File: src/rtl/reg_file_2r1w_pkg.sv
// cpu_pkg: shared datapath widths, zero-register index and ALU control encodings.
package cpu_pkg;
    localparam int DATA_W   = 32;
    localparam int ADDR_W   = 5;
    localparam int NUM_REGS = 2 ** ADDR_W;
    localparam logic [ADDR_W-1:0] REG_ZERO = 5'd0;
    typedef enum logic [3:0] {
        ALU_AND = 4'b0000,
        ALU_OR  = 4'b0001,
        ALU_ADD = 4'b0010,
        ALU_SUB = 4'b0110,
        ALU_SLT = 4'b0111,
        ALU_NOR = 4'b1100
    } alu_ctrl_e;
endpackage

File: src/rtl/reg_file_2r1w_if.sv
// reg_file_2r1w_if: read/write port bundle between datapath control and the register file.
interface reg_file_2r1w_if;
    import cpu_pkg::*;
    logic [ADDR_W-1:0] rs_addr;
    logic [ADDR_W-1:0] rt_addr;
    logic [ADDR_W-1:0] rd_addr;
    logic [DATA_W-1:0] rd_data;
    logic              reg_write;
    logic [DATA_W-1:0] rs_data;
    logic [DATA_W-1:0] rt_data;
    modport master (output rs_addr, rt_addr, rd_addr, rd_data, reg_write, input rs_data, rt_data);
    modport slave  (input rs_addr, rt_addr, rd_addr, rd_data, reg_write, output rs_data, rt_data);
endinterface

File: src/rtl/reg_file_2r1w_read_port.sv
// reg_read_port: combinational read mux with zero-register force.
// REGFILE_WRITE_BYPASS_EN adds write-first forwarding of the in-flight write.
module reg_read_port
    import cpu_pkg::*;
(
    output logic [DATA_W-1:0] data,
    input  logic              rst,
    input  logic [DATA_W-1:0] regs [NUM_REGS],
    input  logic [ADDR_W-1:0] addr
`ifdef REGFILE_WRITE_BYPASS_EN
    ,
    input  logic              wr_en,
    input  logic [ADDR_W-1:0] wr_addr,
    input  logic [DATA_W-1:0] wr_data
`endif
);
    always_comb begin
`ifdef REGFILE_WRITE_BYPASS_EN
        data = (!rst || addr == REG_ZERO) ? '0 : (wr_en && wr_addr == addr) ? wr_data : regs[addr];
`else
        data = (!rst || addr == REG_ZERO) ? '0 : regs[addr];
`endif
    end
endmodule

File: src/rtl/reg_file_2r1w.sv
// reg_file_2r1w: 32x32 register file, two combinational read ports, one write port, r0 hardwired to 0.
// Optional REGFILE_WRITE_BYPASS_EN forwards same-cycle write data to matching read ports.
module reg_file_2r1w
    import cpu_pkg::*;
(
    input logic             clk,
    input logic             rst,
    reg_file_2r1w_if.slave  bus
);
    logic [DATA_W-1:0] regs [NUM_REGS];
    genvar g;
    for (g = 0; g < NUM_REGS; g++) begin : g_reg
        if (g == 0) begin : g_zero
            assign regs[g] = '0;
        end else begin : g_live
            always_ff @(posedge clk or negedge rst) begin
                if (!rst)
                    regs[g] <= '0;
                else if (bus.reg_write && bus.rd_addr == ADDR_W'(g))
                    regs[g] <= bus.rd_data;
            end
        end
    end
    reg_read_port u_rs (
        .data    (bus.rs_data),
        .rst     (rst),
        .regs    (regs),
        .addr    (bus.rs_addr)
`ifdef REGFILE_WRITE_BYPASS_EN
        ,
        .wr_en   (bus.reg_write),
        .wr_addr (bus.rd_addr),
        .wr_data (bus.rd_data)
`endif
    );
    reg_read_port u_rt (
        .data    (bus.rt_data),
        .rst     (rst),
        .regs    (regs),
        .addr    (bus.rt_addr)
`ifdef REGFILE_WRITE_BYPASS_EN
        ,
        .wr_en   (bus.reg_write),
        .wr_addr (bus.rd_addr),
        .wr_data (bus.rd_data)
`endif
    );
endmodule

File: src/flat_wrapper.sv
// flat-port wrapper written by rule: the top's interface ports become plain ports
module reg_file_2r1w_flat import cpu_pkg::*;
  (clk, rst, bus_rs_addr, bus_rt_addr, bus_rd_addr, bus_rd_data, bus_reg_write, bus_rs_data, bus_rt_data);
  reg_file_2r1w_if bus_i ();
  input logic clk;
  input logic rst;
  input wire logic [$bits(bus_i.rs_addr)-1:0] bus_rs_addr;
  input wire logic [$bits(bus_i.rt_addr)-1:0] bus_rt_addr;
  input wire logic [$bits(bus_i.rd_addr)-1:0] bus_rd_addr;
  input wire logic [$bits(bus_i.rd_data)-1:0] bus_rd_data;
  input wire logic [$bits(bus_i.reg_write)-1:0] bus_reg_write;
  output wire logic [$bits(bus_i.rs_data)-1:0] bus_rs_data;
  output wire logic [$bits(bus_i.rt_data)-1:0] bus_rt_data;
  assign bus_i.rs_addr = bus_rs_addr;
  assign bus_i.rt_addr = bus_rt_addr;
  assign bus_i.rd_addr = bus_rd_addr;
  assign bus_i.rd_data = bus_rd_data;
  assign bus_i.reg_write = bus_reg_write;
  assign bus_rs_data = bus_i.rs_data;
  assign bus_rt_data = bus_i.rt_data;
  reg_file_2r1w u_core (.clk(clk), .rst(rst), .bus(bus_i));
endmodule
File: config.mk
export PLATFORM = sky130hd
export DESIGN_NAME = reg_file_2r1w_flat
export DESIGN_NICKNAME = d
export VERILOG_FILES = /design/src/rtl/reg_file_2r1w_pkg.sv /design/src/rtl/reg_file_2r1w_if.sv /design/src/rtl/reg_file_2r1w_read_port.sv /design/src/rtl/reg_file_2r1w.sv /design/src/flat_wrapper.sv
export SDC_FILE = /design/constraint.sdc
export NUM_CORES = 2
export LEC_CHECK = 0
export ABC_AREA = 1
export CAP_MARGIN = 20
export CORE_ASPECT_RATIO = 1.1
export CORE_UTILIZATION = 55
export CTS_CLUSTER_DIAMETER = 120
export DETAILED_ROUTE_END_ITERATION = 6
export PLACE_DENSITY_LB_ADDON = 0.1
export SLEW_MARGIN = 40
export SYNTH_ARGS = -nofsm -noshare
export SYNTH_HDL_FRONTEND = slang
export SYNTH_SLANG_ARGS = --single-unit
File: constraint.sdc
create_clock -name clk -period 1.7 [get_ports clk]
set_input_delay 0.17 -clock clk [delete_from_list [all_inputs] [get_ports clk]]
set_output_delay 0.17 -clock clk [all_outputs]
set_load 0.01 [all_outputs]
; After elaboration in Yosys (flattened, before gate mapping)
; Index checks and enable logic that the tools add are counted.
[op_classes]
shift = 0
multipliers = 0
add_sub_neg = 0
bitwise = 2
muxes = 8
n_lt_le_gt_ge = 2
reduce_logical = 36
n_div = 0
eq_ne = 31
[op_table]
columns = cell, count
row1 = binary-select mux 32 bit (select 5 bit), 2
row2 = two-way mux 32 bit, 6
row3 = == test 5 bit (second input constant), 16
row4 = == test 5 x 4 -> 1 bit (second input constant), 8
row5 = logical AND 1 bit, 31
row6 = == test 5 x 3 -> 1 bit (second input constant), 4
row7 = >= comparator 6 bit (second input constant), 2
row8 = NOT 5 -> 6 bit, 2
row9 = == test 5 x 2 -> 1 bit (second input constant), 2
row10 = zero test 5 bit, 2
row11 = == test 5 x 1 -> 1 bit (second input constant), 1
row12 = logical OR 1 bit, 2
row13 = zero test 1 bit, 1
[totals]
in_bits = 50
latchBits = 0
n_memories = 0
wordCells = 110
mem_bits_ro = 0
ramBits = 0
output_inout_bits = 64
register_bits = 992

; Longest topological paths before layout
[depth]
depth_word = 5
mapped_depth = 12
depth_no_buf = 9

; Hierarchy
; From an unflattened synthesis, not the netlist that was laid out.
[unflattened]
cells_unflattened = 10358
hier_area_um2 = 63926.3
[modules_own_cells]
columns = module, seq_area_each_um2, area_each_um2, cells_per_inst, instances
row1 = reg_file_2r1w, 24823.8, 39580.5, 4462, 1
row2 = reg_read_port, 0.0, 12172.9, 2948, 2

; Worst setup path before layout
; Ideal clock, no wire load.
[synth_path]
path_kind = input port to output port
from = in bus_rs_addr[1]
to = out bus_rs_data[29]
stages = 9
path_slack_ns = 0.245
n_path_buf = 3
t_arrival_ns = 1.285
required_ns = 1.530
path_cell_list = buf_4 -> buf_2 -> buf_1 -> nand3_1 -> nand3_1 -> nand3_1 -> nand3_1 -> nand2_1 -> nor2_1
[synth_via]
elab_chain_len = 5
word_cells_on_any_way = 7
classes_between = mux (4) / bitwise (1) / reduce/logical (2)
[synth_lines]
columns = element, line_no
row1 = start: declaration, flat_wrapper.sv:7  ; input wire logic [$bits(bus_i.rs_addr)-1:0] bus_rs_addr;
row2 = NOT 5 -> 6 bit (not written as such), reg_file_2r1w_read_port.sv:21  ; data = (!rst || addr == REG_ZERO) ? '0 : regs[addr];
row3 = binary-select mux 32 bit (select 5 bit), reg_file_2r1w_read_port.sv:21
row4 = two-way mux 32 bit (not written as such) (2 in series), reg_file_2r1w_read_port.sv:21
row5 = two-way mux 32 bit *, reg_file_2r1w_read_port.sv:21
row6 = end: declaration, flat_wrapper.sv:12  ; output wire logic [$bits(bus_i.rs_data)-1:0] bus_rs_data;
; Mark *: on every way between the ends. The rest lies on a longest branch, timed or not. The select of a mux whose other input is x is not followed.

; Worst setup path in the final report
[layout_path]
from = reg u_core.regs[768] in the netlist's numbering
to = out bus_rs_data[0]
[layout_via]
elab_chain_len = 4
[layout_lines]
columns = element, line_no
row1 = start: declaration, reg_file_2r1w.sv:10  ; logic [DATA_W-1:0] regs [NUM_REGS];
row2 = start signal: indexed assignment, reg_file_2r1w.sv:20  ; regs[g] <= bus.rd_data;
row3 = binary-select mux 32 bit (select 5 bit), reg_file_2r1w_read_port.sv:21
row4 = two-way mux 32 bit (not written as such) (2 in series), reg_file_2r1w_read_port.sv:21
row5 = two-way mux 32 bit, reg_file_2r1w_read_port.sv:21
; No other way between the ends. The select of a mux whose other input is x is not followed.

==> flow_metrics.py <==
metrics = {
    "route": {
        "drtIter0Drc": 9241,
        "wirelength_um": 239500,
        "drt-wirelength-per-cell_um": 22.31,
        "drt-pass1-iter-count": 7,
        "viasPerCell": 5.963,
        "drc_errors": 7,
        "vias": 64021,
        "ant_nets": 0,
    },
    "synthesis": {
        "yosys_warnings": 0,
        "yosysUniqueCellTypes": 20,
        "synthesis.nets": 8911,
        "avgSynthCellArea_um2": 6.569,
        "ys_seq_area_share_pct": 42.65,
        "syn_inst": 8861,
        "netlist_area_mm2": 0.05821,
        "synth_seq_cells": 992,
    },
    "cells_and_area": {
        "area_growth_pct": 29.07,
        "top_regs": "u_core.regs (992)",
        "drive_gt1_share_pct": 21.96,
        "largest_register": "u_core.regs",
        "largest_register_ffs": 992,
        "nets": 9302,
    },
    "run_status": {
        "violations": "design-rule violations, negative setup slack",
        "outcome": "finished, violations left",
    },
    "min_path": {
        "whs_endpoint": "u_core.regs[969]",
        "hold_class": "input port to flop",
        "worstHoldStart": "bus_rd_data[9]",
        "hold_depth": 4,
    },
    "sta": {
        "fin_crit_ns": 2.288,
        "setup_viol": 64,
        "hold_slack_ns": 0.2336,
        "rsz0062_at_grt": "true",
        "hold_viol": 0,
        "final-max-slew-violation-count": 0,
        "timing.setup.tns_ns": -28.91,
        "fmax_ghz": 0.4371,
        "min_period_over_period_pct": 134.6,
        "tightestPinTransition_ns": 0.7023,
        "finClkSkew_ns": 0,
        "slew-limit-headroom_pct": 53.18,
        "setup_ws_ns": -0.5880,
    },
    "global_routing": {
        "grt_pass1_wl_um": 355400,
        "grt_pass1_vias": 59791,
        "antenna_found_initial": 6,
        "grt_max_degree": 150,
        "gr-total-overflow": 0,
        "grt_usage_pct": 43.45,
    },
    "clock_network": {
        "clockBufferDepth": 3,
        "cts_tree": "built",
        "cts_max_level": 3,
        "numClockSinks": 992,
        "cts_root_buf": "clkbuf_16",
        "cts_buffers": 112,
        "path_clk_slew_ns": 0.06,
        "clock_latency_ns": 0.71,
    },
    "worst_setup_path": {
        "crit_slowest_cell": "dfrtp_1",
        "ff2ff_setup_slack_ns": 0.69,
        "crit_family": "simple AND/OR/NAND/NOR gates",
        "worst_ep_arrival_time_ns": 2.12,
        "endpoint_kind": "output port",
        "cp.required_ns": 1.53,
        "crit_chain": "nand2_1 -> nand3_1 -> nand2_1 -> nand2_1 -> nand3_2 -> nand3_2 -> nand2_2 -> nor2_4 -> buf_6",
        "critical_path_class": "flop to output port",
        "r2r-start": "u_core.regs[97]",
        "worst-path-max-fanout": 2,
        "regToRegEndpoint": "u_core.regs[97]",
        "crit_top_cell": "nand2_1",
        "r2r_cells": 5,
        "cp.depth": 9,
        "crit_start": "u_core.regs[768]",
        "max_stage_delay_ns": 0.38,
        "start_kind": "flop",
        "path_buf_inv": 1,
    },
    "floorplan": {
        "die_h_um": 343.2,
        "core_mm2": 0.1044,
        "die_w_um": 312.2,
        "fp.dieArea_mm2": 0.1071,
        "start_util_pct": 55.75,
        "num_rows": 124,
        "ios": 114,
    },
    "place": {
        "gp_congestion": 0.9533,
        "io_buffers": 113,
        "hpwlAfterDp_um": 150500,
    },
    "pwr": {
        "peakVddDrop_uv": 952.7,
        "p_total_uw": 77470,
        "p_leak_uw": 0.03841,
        "powerDensity_mw_per_mm2": 1031,
    },
    "run": {
        "drv_cap": 0,
    },
}
==> what timing repair did <==
| action | 4_1_cts | 5_1_grt |
|---|---|---|
| pin swaps | 326 | 393 |
| endpoints found under the setup margin | 64 | 64 |
| buffers inserted | 66 | 114 |
| resized for setup | 680 | 603 |
| hold buffers | 1 | 0 |
| endpoints found under the hold margin | 139 | 0 |
==> worst reg2reg max path, stage by stage (launching register included) <==
cell and delay, ns:
dfrtp_1 0.39, buf_4 0.14, buf_4 0.12, buf_4 0.12
nand2_1 0.05, o21ai_0 0.07
==> metal layers <==
layer / up-vias / wire (µm) / part of all wire [%] / global-route usage [%]
li1: 28743 / - / - / -
met1: 29967 / 87490 / 37 / 55.40
met2: 4188 / 102400 / 43 / 65.85
met3: 1113 / 29980 / 13 / 9.653
met4: 10 / 19370 / 8.1 / 30.16
met5: - / 193 / 0.081 / 0.8741
==> where the power goes <==
| part | switching, µW | internal (µW) | total, µW |
|---|---|---|---|
| Combinational | 12400 | 8610 | 21000 |
| Sequential | 2710 | 28000 | 30700 |
| Clock | 10700 | 15000 | 25700 |
==> cells in the mapped netlist, drive strengths merged <==
| library cell | n | share of area [%] |
|---|---|---|
| buf | 333 | 2.8 |
| clkbuf | 385 | 2.5 |
| clkinv | 2 | 0.013 |
| dfrtp | 992 | 43 |
| inv | 884 | 5.7 |
| nand2 | 3325 | 22 |
| nand3 | 1670 | 14 |
| nand4 | 2 | 0.021 |
| nor2 | 272 | 1.8 |
| nor4 | 1 | 0.021 |
| o21ai | 994 | 8.5 |
| or2 | 1 | 0.015 |
==> cell usage in the layout, fill, tap and decap left out, types with 14 or more instances in the layout <==
master,synthesis,routed
nand2_1,3305,3133
nand3_1,1666,1257
dfrtp_1,992,992
o21ai_0,857,857
inv_1,872,690
buf_4,7,600
nand3_2,4,381
buf_12,0,243
inv_2,12,186
nor2_1,261,161
nand2_2,20,145
o21ai_1,137,137
clkbuf_16,0,112
buf_6,3,75
nor2_2,11,58
nor2_4,0,53
nand2_4,0,47
clkdlybuf4s50_1,0,40
nand3_4,0,32
clkinv_2,0,29
buf_2,280,27
clkbuf_1,385,24
clkbuf_8,0,18
bufinv_16,0,14
==> cell type report <==
type,count,area (µm²)
Inverter,886,3368
Clock inverter,56,708.2
Timing Repair Buffer,995,10930
Fill cell,8414,29280
Clock buffer,153,3127
Multi-Input combinational cell,6265,30430
Antenna cell,3,7.507
Sequential cell,992,24820
Tap cell,1386,1734
==> cell families (layout without fill, tap and decap cells) <==
kind of cell,after synthesis,count (layout),share of synthesized area (%)
and+or+nand+nor,5271,5271,37.78
buffers and inverters,1604,2090,11.03
AOI/OAI and AO/OA,994,994,8.546
DFF,992,992,42.65
other,0,3,0
==> through the flow <==
stage	worst slack [ns]	instances	cell area [µm²]	util [%]
after floorplan	0.2449	8861	58210	-
after global placement	-1.021	10368	66710	63.89
after detailed placement	-0.9734	10369	66740	63.92
after CTS	-0.5743	10620	72160	69.11
after global routing	-0.6488	10733	75130	71.95
final	-0.5880	10736	75130	71.96
==> how the worst max path moves through the flow <==
stage / end / slack [ns]
global placement: bus_rt_data[17] / -1.02
detailed placement: bus_rt_data[18] / -0.97
CTS: bus_rs_data[28] / -0.57
finish: bus_rs_data[0] / -0.59
global route: bus_rs_data[17] / -0.65
floorplan: bus_rs_data[29] / 0.24
(Power assumes the default switching activity.)
